**src/rtl/sd_timer_pkg.sv**
```systemverilog
// sd_timer_pkg: shared constants and types for the SD bit timer slice.
//   SD_DIV_SLOW / SD_DIV_FAST : default clk cycles per sd_clk period (card-id / transfer)
//   SD_WORD_LEN_DATA / _CMD   : word lengths for data bytes and command/response frames
//   sd_phase_t                : phase counter type at the default width
package sd_timer_pkg;

  localparam int unsigned SD_DIV_SLOW      = 250;
  localparam int unsigned SD_DIV_FAST      = 8;
  localparam int unsigned SD_DIV_W         = 8;
  localparam int unsigned SD_WORD_LEN_DATA = 8;
  localparam int unsigned SD_WORD_LEN_CMD  = 48;
  // Wide enough to hold a full command frame length.
  localparam int unsigned SD_BITS_W        = $clog2(SD_WORD_LEN_CMD + 1);

  typedef logic [SD_DIV_W-1:0] sd_phase_t;

  typedef enum logic {
    SD_IDLE = 1'b0,
    SD_RUN  = 1'b1
  } sd_run_state_e;

endpackage

```
**src/rtl/sd_bit_timer_if.sv**
```systemverilog
// sd_bit_timer_if: controller <-> bit timer bundle.
//   master : controller side (drives enable/fast_mode/word_len/clear_word)
//   slave  : timer side (drives sd_clk, strobes, bit_count, word_done, busy, fast_active)
interface sd_bit_timer_if #(
  parameter int unsigned BITS_W = sd_timer_pkg::SD_BITS_W
);
  logic              enable;
  logic              fast_mode;
  logic [BITS_W-1:0] word_len;
  logic              clear_word;
  logic              sd_clk;
  logic              fall_strobe;
  logic              rise_strobe;
  logic [BITS_W-1:0] bit_count;
  logic              word_done;
  logic              busy;
  logic              fast_active;

  modport master (
    output enable, fast_mode, word_len, clear_word,
    input  sd_clk, fall_strobe, rise_strobe, bit_count, word_done, busy, fast_active
  );

  modport slave (
    input  enable, fast_mode, word_len, clear_word,
    output sd_clk, fall_strobe, rise_strobe, bit_count, word_done, busy, fast_active
  );
endinterface

```
**src/rtl/sd_clk_gen.sv**
```systemverilog
// sd_clk_gen: phase counter, divisor latch, sd_clk and drive/sample strobes.
//   clk, rst     : system clock, async active-high reset
//   enable       : run request, only honoured at period boundaries
//   fast_mode    : divisor select, loaded at each period start
//   sd_clk       : low for first half of period, high for second half
//   fall_strobe  : first cycle of each period
//   rise_strobe  : first cycle sd_clk is high
//   busy         : a period is in progress
//   fast_active  : divisor in use for the current period
//   rise_next_c  : rise_strobe will be set at the next edge (lets the parent align word_done)
module sd_clk_gen
  import sd_timer_pkg::*;
#(
  parameter int unsigned SLOW_DIV = SD_DIV_SLOW,
  parameter int unsigned FAST_DIV = SD_DIV_FAST,
  parameter int unsigned DIV_W    = SD_DIV_W
) (
  input  logic clk,
  input  logic rst,
  input  logic enable,
  input  logic fast_mode,
  output logic sd_clk,
  output logic fall_strobe,
  output logic rise_strobe,
  output logic busy,
  output logic fast_active,
  output logic rise_next_c
);

  localparam logic [DIV_W-1:0] SLOW_LAST = DIV_W'(SLOW_DIV - 1);
  localparam logic [DIV_W-1:0] SLOW_HALF = DIV_W'(SLOW_DIV / 2);
  localparam logic [DIV_W-1:0] FAST_LAST = DIV_W'(FAST_DIV - 1);
  localparam logic [DIV_W-1:0] FAST_HALF = DIV_W'(FAST_DIV / 2);

  sd_run_state_e    state_q, state_d;
  logic [DIV_W-1:0] phase_q, phase_d, phase_inc_c, last_c, half_c;
  logic             sd_clk_d, fall_d, fast_d;

  // State and output registers.
  always_ff @(posedge clk or posedge rst) begin
    if (rst) begin
      state_q     <= SD_IDLE;
      phase_q     <= '0;
      sd_clk      <= 1'b0;
      fall_strobe <= 1'b0;
      rise_strobe <= 1'b0;
      fast_active <= 1'b0;
    end else begin
      state_q     <= state_d;
      phase_q     <= phase_d;
      sd_clk      <= sd_clk_d;
      fall_strobe <= fall_d;
      rise_strobe <= rise_next_c;
      fast_active <= fast_d;
    end
  end

  // Next state: enable is only looked at when idle or on the last phase,
  // so a period is never cut short and never starts mid-way.
  always_comb begin
    state_d     = state_q;
    phase_d     = '0;
    sd_clk_d    = 1'b0;
    fall_d      = 1'b0;
    rise_next_c = 1'b0;
    fast_d      = fast_active;
    last_c      = fast_active ? FAST_LAST : SLOW_LAST;
    half_c      = fast_active ? FAST_HALF : SLOW_HALF;
    phase_inc_c = phase_q + DIV_W'(1);

    case (state_q)
      SD_IDLE: begin
        if (enable) begin
          state_d = SD_RUN;
          fall_d  = 1'b1;
          fast_d  = fast_mode;
        end
      end
      SD_RUN: begin
        if (phase_q == last_c) begin
          if (enable) begin
            fall_d = 1'b1;
            fast_d = fast_mode;
          end else begin
            state_d = SD_IDLE;
          end
        end else begin
          phase_d     = phase_inc_c;
          sd_clk_d    = (phase_inc_c >= half_c);
          rise_next_c = (phase_inc_c == half_c);
        end
      end
      default: state_d = SD_IDLE;
    endcase
  end

  assign busy = (state_q == SD_RUN);

endmodule

```
**src/rtl/sd_bit_timer.sv**
```systemverilog
// sd_bit_timer: SD bus bit timer with run-time divisor and word length.
//   clk, rst : system clock, async active-high reset
//   bus      : slave side of sd_bit_timer_if (controls in, clock/strobes/counters out)
// The clock generator is in sd_clk_gen; this level latches the word length,
// counts completed rising edges and flags the last bit of each word.
module sd_bit_timer
  import sd_timer_pkg::*;
#(
  parameter int unsigned SLOW_DIV = SD_DIV_SLOW,
  parameter int unsigned FAST_DIV = SD_DIV_FAST,
  parameter int unsigned DIV_W    = SD_DIV_W,
  parameter int unsigned BITS_W   = SD_BITS_W
) (
  input  logic           clk,
  input  logic           rst,
  sd_bit_timer_if.slave  bus
);

  logic              rise_next_c;
  logic [BITS_W-1:0] len_q, wl_sat_c, len_eff_c, bit_count_d;
  logic              word_done_d, word_start_c;

  sd_clk_gen #(
    .SLOW_DIV (SLOW_DIV),
    .FAST_DIV (FAST_DIV),
    .DIV_W    (DIV_W)
  ) u_clk_gen (
    .clk         (clk),
    .rst         (rst),
    .enable      (bus.enable),
    .fast_mode   (bus.fast_mode),
    .sd_clk      (bus.sd_clk),
    .fall_strobe (bus.fall_strobe),
    .rise_strobe (bus.rise_strobe),
    .busy        (bus.busy),
    .fast_active (bus.fast_active),
    .rise_next_c (rise_next_c)
  );

  // word_done is launched by the edge that launches rise_strobe, so the
  // last-bit test runs one cycle early. When that cycle is also the word's
  // first fall_strobe (two-cycle period) the latch has not loaded yet, so
  // the length is taken straight from the input.
  always_comb begin
    wl_sat_c     = (bus.word_len == '0) ? BITS_W'(1) : bus.word_len;
    word_start_c = bus.fall_strobe && (bus.bit_count == '0);
    len_eff_c    = word_start_c ? wl_sat_c : len_q;
    word_done_d  = rise_next_c && !bus.clear_word &&
                   (bus.bit_count == len_eff_c - BITS_W'(1));

    bit_count_d = bus.bit_count;
    if (bus.clear_word) begin
      bit_count_d = '0;
    end else if (bus.rise_strobe) begin
      bit_count_d = bus.word_done ? '0 : bus.bit_count + BITS_W'(1);
    end
  end

  // Word length latch, bit counter and word_done.
  always_ff @(posedge clk or posedge rst) begin
    if (rst) begin
      len_q         <= BITS_W'(SD_WORD_LEN_DATA);
      bus.bit_count <= '0;
      bus.word_done <= 1'b0;
    end else begin
      if (word_start_c) len_q <= wl_sat_c;
      bus.bit_count <= bit_count_d;
      bus.word_done <= word_done_d;
    end
  end

endmodule

```
**src/flat_wrapper.sv**
```systemverilog
// flat-port wrapper written by rule: the top's interface ports become plain ports
module sd_bit_timer_flat import sd_timer_pkg::*;
#(
  parameter int unsigned SLOW_DIV = SD_DIV_SLOW,
  parameter int unsigned FAST_DIV = SD_DIV_FAST,
  parameter int unsigned DIV_W    = SD_DIV_W,
  parameter int unsigned BITS_W   = SD_BITS_W
)
  (clk, rst, bus_enable, bus_fast_mode, bus_word_len, bus_clear_word, bus_sd_clk, bus_fall_strobe, bus_rise_strobe, bus_bit_count, bus_word_done, bus_busy, bus_fast_active);
  sd_bit_timer_if #(.BITS_W(BITS_W)) bus_i ();
  input  logic clk;
  input  logic rst;
  input wire logic [$bits(bus_i.enable)-1:0] bus_enable;
  input wire logic [$bits(bus_i.fast_mode)-1:0] bus_fast_mode;
  input wire logic [$bits(bus_i.word_len)-1:0] bus_word_len;
  input wire logic [$bits(bus_i.clear_word)-1:0] bus_clear_word;
  output wire logic [$bits(bus_i.sd_clk)-1:0] bus_sd_clk;
  output wire logic [$bits(bus_i.fall_strobe)-1:0] bus_fall_strobe;
  output wire logic [$bits(bus_i.rise_strobe)-1:0] bus_rise_strobe;
  output wire logic [$bits(bus_i.bit_count)-1:0] bus_bit_count;
  output wire logic [$bits(bus_i.word_done)-1:0] bus_word_done;
  output wire logic [$bits(bus_i.busy)-1:0] bus_busy;
  output wire logic [$bits(bus_i.fast_active)-1:0] bus_fast_active;
  assign bus_i.enable = bus_enable;
  assign bus_i.fast_mode = bus_fast_mode;
  assign bus_i.word_len = bus_word_len;
  assign bus_i.clear_word = bus_clear_word;
  assign bus_sd_clk = bus_i.sd_clk;
  assign bus_fall_strobe = bus_i.fall_strobe;
  assign bus_rise_strobe = bus_i.rise_strobe;
  assign bus_bit_count = bus_i.bit_count;
  assign bus_word_done = bus_i.word_done;
  assign bus_busy = bus_i.busy;
  assign bus_fast_active = bus_i.fast_active;
  sd_bit_timer #(.SLOW_DIV(SLOW_DIV), .FAST_DIV(FAST_DIV), .DIV_W(DIV_W), .BITS_W(BITS_W)) u_core (.clk(clk), .rst(rst), .bus(bus_i));
endmodule
```
**config.mk**
```make
export PLATFORM = sky130hd
export DESIGN_NAME = sd_bit_timer_flat
export DESIGN_NICKNAME = d
export VERILOG_FILES = /design/src/rtl/sd_timer_pkg.sv /design/src/rtl/sd_bit_timer_if.sv /design/src/rtl/sd_clk_gen.sv /design/src/rtl/sd_bit_timer.sv /design/src/flat_wrapper.sv
export SDC_FILE = /design/constraint.sdc
export NUM_CORES = 1
export LEC_CHECK = 0
export CORE_UTILIZATION = 53
export CTS_CLUSTER_SIZE = 8
export DETAILED_ROUTE_END_ITERATION = 10
export PLACE_DENSITY = 0.77
export SYNTH_ARGS = -nofsm -noshare
export SYNTH_HDL_FRONTEND = slang
export SYNTH_SLANG_ARGS = --single-unit
```
**constraint.sdc**
```tcl
create_clock -name clk -period 2.9 [get_ports clk]
set_input_delay 0.87 -clock clk [delete_from_list [all_inputs] [get_ports clk]]
set_output_delay 0.87 -clock clk [all_outputs]
set_load 0.05 [all_outputs]
```
* Word-level counts from Yosys, hierarchy flattened
Cells that the tools add are included.
Widths: inputs -> output; s select.
** Operators by class
- Add/sub/neg operators :: 3
- Multiplexer cells :: 21
- Bitwise logic cells :: 1
- Equality and inequality tests :: 4
- Reduce and logical (&&, ||, !) cells :: 7
- Order comparisons :: 1
** Operators with widths (number)
- $mux 6 :: 5
- $mux 8 :: 3
- $logic_not 6->1 :: 2
- $mux 1 :: 9
- $add 8x1->8 const B :: 1
- $eq 8x7->1 :: 1
- $eq 8x8->1 :: 1
- $ge 8x7->1 :: 1
- $mux 7 :: 1
- $add 6x1->6 const B :: 1
- $eq 6x6->1 :: 1
- $pmux 1 s2 :: 3
- $sub 6x1->6 const B :: 1
- $logic_and 1x1->1 :: 3
- $ne 2x1->1 const B :: 1
- $reduce_bool 2->1 :: 1
- $logic_not 1->1 :: 1
- $not 1->1 :: 1
** Word-level totals
- Output and inout bits :: 12
- Bits of input ports :: 11
- Bits in registers :: 26
- Logic and storage cells :: 46

* Logic depth before layout (Yosys ltp)
- Depth in word-level cells :: 6
- Gate-level depth with buffers :: 9
- Depth with buffers taken out :: 9

* Modules after synthesis
From an unflattened synthesis, not the netlist that was laid out.
** Second synthesis, totals
- Cell total of the unflattened synthesis :: 164
- Area total of the unflattened synthesis :: 1585.3 um2
** By module, submodules not included
- sd_bit_timer :: area an instance 862.1 um2, times used 1, cells each 94, seq. area each 326.6 um2
- sd_clk_gen :: area an instance 723.2 um2, times used 1, cells each 70, seq. area each 325.3 um2

* Worst setup path after synthesis
OpenSTA, ideal clock, no wires.
- Kind :: flip-flop to flip-flop
- Start :: register u_core.bus.bit_count[1]
- End :: register u_core.bus.word_done
- Library setup time :: 96 ps
- Arrival time :: 2640 ps
- Required time :: 2804 ps
- Buffers on the path :: 0
- Path slack :: 165 ps
- Cell stages (with the launch flop) :: 9
- Period minus slack after synthesis :: 2735 ps
- Cells stage by stage :: dfrtp_1 > inv_1 > ha_1 > or4b_4 > or2_1 > mux2_4 > nor2b_1 > or4_1 > a311oi_2
** Between the ends
- Cells in the longest elaborated chain, start to end :: 6
** RTL lines
- start: declaration :: RTL line sd_bit_timer_if.sv:26 : output sd_clk, fall_strobe, rise_strobe, bit_count, word_done, busy, fast_active
- start signal: assignment :: RTL line sd_bit_timer.sv:67 : bus.bit_count <= bit_count_d;
- $logic_not 6->1 :: RTL line sd_bit_timer.sv:46 : word_start_c = bus.fall_strobe && (bus.bit_count == '0);
- $logic_and 1x1->1 :: RTL line sd_bit_timer.sv:46
- $mux 6
- via u_core.len_eff_c[4] :: RTL line sd_bit_timer.sv:20 : logic [BITS_W-1:0] len_q, wl_sat_c, len_eff_c, bit_count_d;
- $sub 6x1->6 :: RTL line sd_bit_timer.sv:49 : (bus.bit_count == len_eff_c - BITS_W'(1));
- $eq 6x6->1 :: RTL line sd_bit_timer.sv:49
- $logic_and 1x1->1 :: RTL line sd_bit_timer.sv:48 : word_done_d = rise_next_c && !bus.clear_word &&
- via u_core.word_done_d :: RTL line sd_bit_timer.sv:21 : logic word_done_d, word_start_c;
- end signal: assignment :: RTL line sd_bit_timer.sv:68 : bus.word_done <= word_done_d;
- end: declaration :: RTL line sd_bit_timer_if.sv:26
The timed path passes the listed nets, and every way through them passes these cells.
A chain may end at the register's enable or synchronous reset.

* Worst setup path after layout
Same ends and word-level chain as after synthesis.

==> impl_metrics.py <==
metrics = {
    "cts": {
        "clk_pin_slew_ps": 140,
        "clk_latency_ps": 310,
        "htree_levels": 1,
        "post_cts_resized": 0,
        "cts_buffers": 3,
        "ctsRootBufferMaster": "clkbuf_4",
        "cts_setup_buffers": 0,
        "numClockSinks": 26,
        "cts_tree": "built",
        "cts_hold_buffers": 0,
        "clockBufferDepth": 2,
    },
    "sta": {
        "period_minus_slack_ps": 2603,
        "skew_ps": 1.100,
        "rsz0062_at_grt": "no",
        "slew_headroom_pct": 59.44,
        "clock.fmax_mhz": 384.1,
        "setup_ws_ps": 296.5,
        "finalSetupViolCount": 0,
        "worstMarginPinSlew_ps": 602.0,
        "period_share_pct": 89.78,
        "finalHoldViolations": 0,
        "setup_tns_ps": 0,
        "slew_violations": 0,
    },
    "route": {
        "initialDrtViolationCount": 50,
        "first_pass_iters": 4,
        "antenna_left": 0,
        "via_per_inst": 5.899,
        "route.detailed.wl_per_inst_um": 14.68,
        "routed_wl_um": 3333,
        "drcViolationCount": 0,
        "via_count": 1339,
    },
    "yosys": {
        "ys_warn_count": 0,
        "async_flop_share_pct": 100.0,
        "synth_top_cell_area_share_pct": 41.32,
        "synthDistinctLibCells": 38,
        "syn_avg_cell_area_um2": 9.288,
        "synth_top_area_cell": "dfrtp_1",
        "synth_ff_type": "dfrtp_1",
        "ys_top_cells_by_area": "dfrtp_1 41%, ha_1 6.6%, o21ai_0 4.0%",
        "yosysSeqAreaShare_pct": 43.06,
        "synth_seq_cells": 26,
        "synth_enable_flop_cells": 0,
        "synth_nets": 182,
        "netlist_instances": 163,
        "synth_area_um2": 1514,
    },
    "place": {
        "place_congestion": 0.9671,
        "numPortBuffers": 22,
        "place_hpwl_um": 2562,
        "pre_cts_ws_ps": 156.9,
    },
    "cells_and_area": {
        "area_growth_syn_to_layout_pct": 23.14,
        "fin_nets": 216,
        "largest_reg_flops": 8,
        "drive_gt1_share_pct": 9.184,
        "layout_commonest_cell": "dfrtp_1",
        "top_register": "u_core.u_clk_gen.phase_q",
        "n_antenna_cell": 0,
        "reg_top3": "u_core.u_clk_gen.phase_q: 8 flops, u_core.bus.bit_count: 6 flops, u_core.len_q: 6 flops",
        "mostFrequentLayoutCells": "25 x dfrtp_1, 22 x clkdlybuf4s50_1, 15 x nor2_1",
        "fin_util_pct": 68.19,
        "nFillCells": 228,
    },
    "worst_setup_path": {
        "r2r_slack_ps": 300,
        "timing.rr.end": "u_core.bus.word_done$_DFF_PP0_",
        "critPathCaptureType": "flip-flop",
        "required_ps": 3130,
        "arrival_ps": 2830,
        "cp_max_fo": 4,
        "reg2reg_depth": 8,
        "reg2reg_from": "u_core.bus.bit_count[1]$_DFFE_PP0P_",
        "path_class": "reg2reg",
        "critPathLaunchType": "flip-flop",
    },
    "worst_hold_path": {
        "whs_endpoint": "u_core.len_q[3]$_DFF_PP1_",
        "hold_class": "reg2reg",
        "holdCritStartpoint": "u_core.len_q[3]$_DFF_PP1_",
        "worstHoldPathCells": 2,
    },
    "global_route": {
        "grt_max_degree": 27,
        "grt_pass1_wl_um": 5609,
        "track_usage_pct": 22.83,
        "grt.overflow.total": 0,
        "first_global_vias": 1290,
        "grt_antenna_before_repair": 0,
    },
    "flow_run": {
        "maxCapViolCount": 0,
    },
    "die": {
        "core-area_um2": 2734,
        "pin_count": 23,
        "core.rowCount": 19,
        "dieArea_um2": 3074,
        "die_w_um": 55.45,
        "die_h_um": 55.45,
        "initial_utilization_pct": 55.38,
    },
    "power": {
        "vdd_drop_max_uv": 575.7,
        "p_leak_nw": 0.8355,
        "power_density_nw_per_um2": 755.8,
    },
    "status": {
        "outcome": "finished clean",
    },
}
-- per-stage QoR --
stage | instances | area, um2 | power (mW) | hold slack [ps]
2_1_floorplan | 163 | 1514 | 1.055 | 449.9
3_3_place_gp | 223 | 1828 | 1.201 | 460.4
3_5_place_dp | 223 | 1828 | 1.232 | 462.5
4_1_cts | 227 | 1864 | 1.411 | 484.1
5_1_grt | 227 | 1864 | 1.525 | 497.3
6_report | 227 | 1864 | 1.409 | 481.3
-- worst max-delay path by stage --
| stage | to | start | slack [ps] |
|---|---|---|---|
| floorplan | u_core.bus.word_done$_DFF_PP0_ | u_core.bus.bit_count[1]$_DFFE_PP0P_ | 160 |
| global placement | u_core.bus.word_done$_DFF_PP0_ | bus_word_len[1] | 240 |
| detailed placement | u_core.bus.word_done$_DFF_PP0_ | bus_word_len[1] | 160 |
| CTS | u_core.bus.word_done$_DFF_PP0_ | u_core.bus.bit_count[1]$_DFFE_PP0P_ | 290 |
| global route | u_core.bus.word_done$_DFF_PP0_ | u_core.bus.bit_count[1]$_DFFE_PP0P_ | 180 |
| finish | u_core.bus.word_done$_DFF_PP0_ | u_core.bus.bit_count[1]$_DFFE_PP0P_ | 300 |
-- per-layer routing --
| metal | up-vias | part of all wire (%) | track usage [%] |
|---|---|---|---|
| met5 | - | 0 | 0 |
| met4 | 0 | 0.81 | 6.786 |
| met3 | 4 | 4.0 | 2.810 |
| met2 | 42 | 50 | 41.14 |
| met1 | 643 | 45 | 28.51 |
| li1 | 650 | - | - |
-- layout make-up --
class,count,area (um2),share of cell area (%)
inverters,10,37.54,2.013
multi-input cells,126,819.5,43.96
well taps,31,38.79,2.081
repair buffers,30,280.3,15.03
clock buffers,4,36.28,1.946
flip-flops and latches,26,651.9,34.97
-- worst max-delay path, cell delays in order (launching register included) --
cell,delay (ps)
dfrtp_1,400
inv_1,60
ha_1,150
or4b_4,470
or2_1,260
mux2_4,330
nor2b_1,130
or4_1,500
a311oi_2,210
-- logic make-up (layout without fill, tap and decap cells) --
| group | count (synthesis) | after routing | share of synthesized area (%) |
|---|---|---|---|
| compound gates | 32 | 32 | 13.72 |
| xor+xnor | 10 | 10 | 5.785 |
| fa+ha+maj | 8 | 8 | 6.612 |
| buf+inv | 11 | 44 | 2.810 |
| flops | 26 | 26 | 43.06 |
| mux | 3 | 3 | 2.396 |
| simple gates | 73 | 73 | 25.62 |
-- power by group --
group          internal, mW  total (mW)  switching [mW]
registers             0.473       0.590           0.117
logic                 0.293       0.641           0.348
clock network        0.0766       0.178           0.102
total                 0.843        1.41           0.566
-- cells in the mapped netlist (all sizes together), types with 3 or more instances --
| master | instances |
|---|---|
| dfrtp | 25 |
| nor2 | 15 |
| nand2 | 14 |
| o21ai | 12 |
| nand3 | 11 |
| inv | 10 |
| ha | 8 |
| nand2b | 7 |
| a21oi | 6 |
| and3 | 6 |
| xnor2 | 5 |
| xor2 | 5 |
| nor4 | 4 |
| a31oi | 3 |
| nor2b | 3 |
| o221ai | 3 |
(Power assumes the default switching activity.)
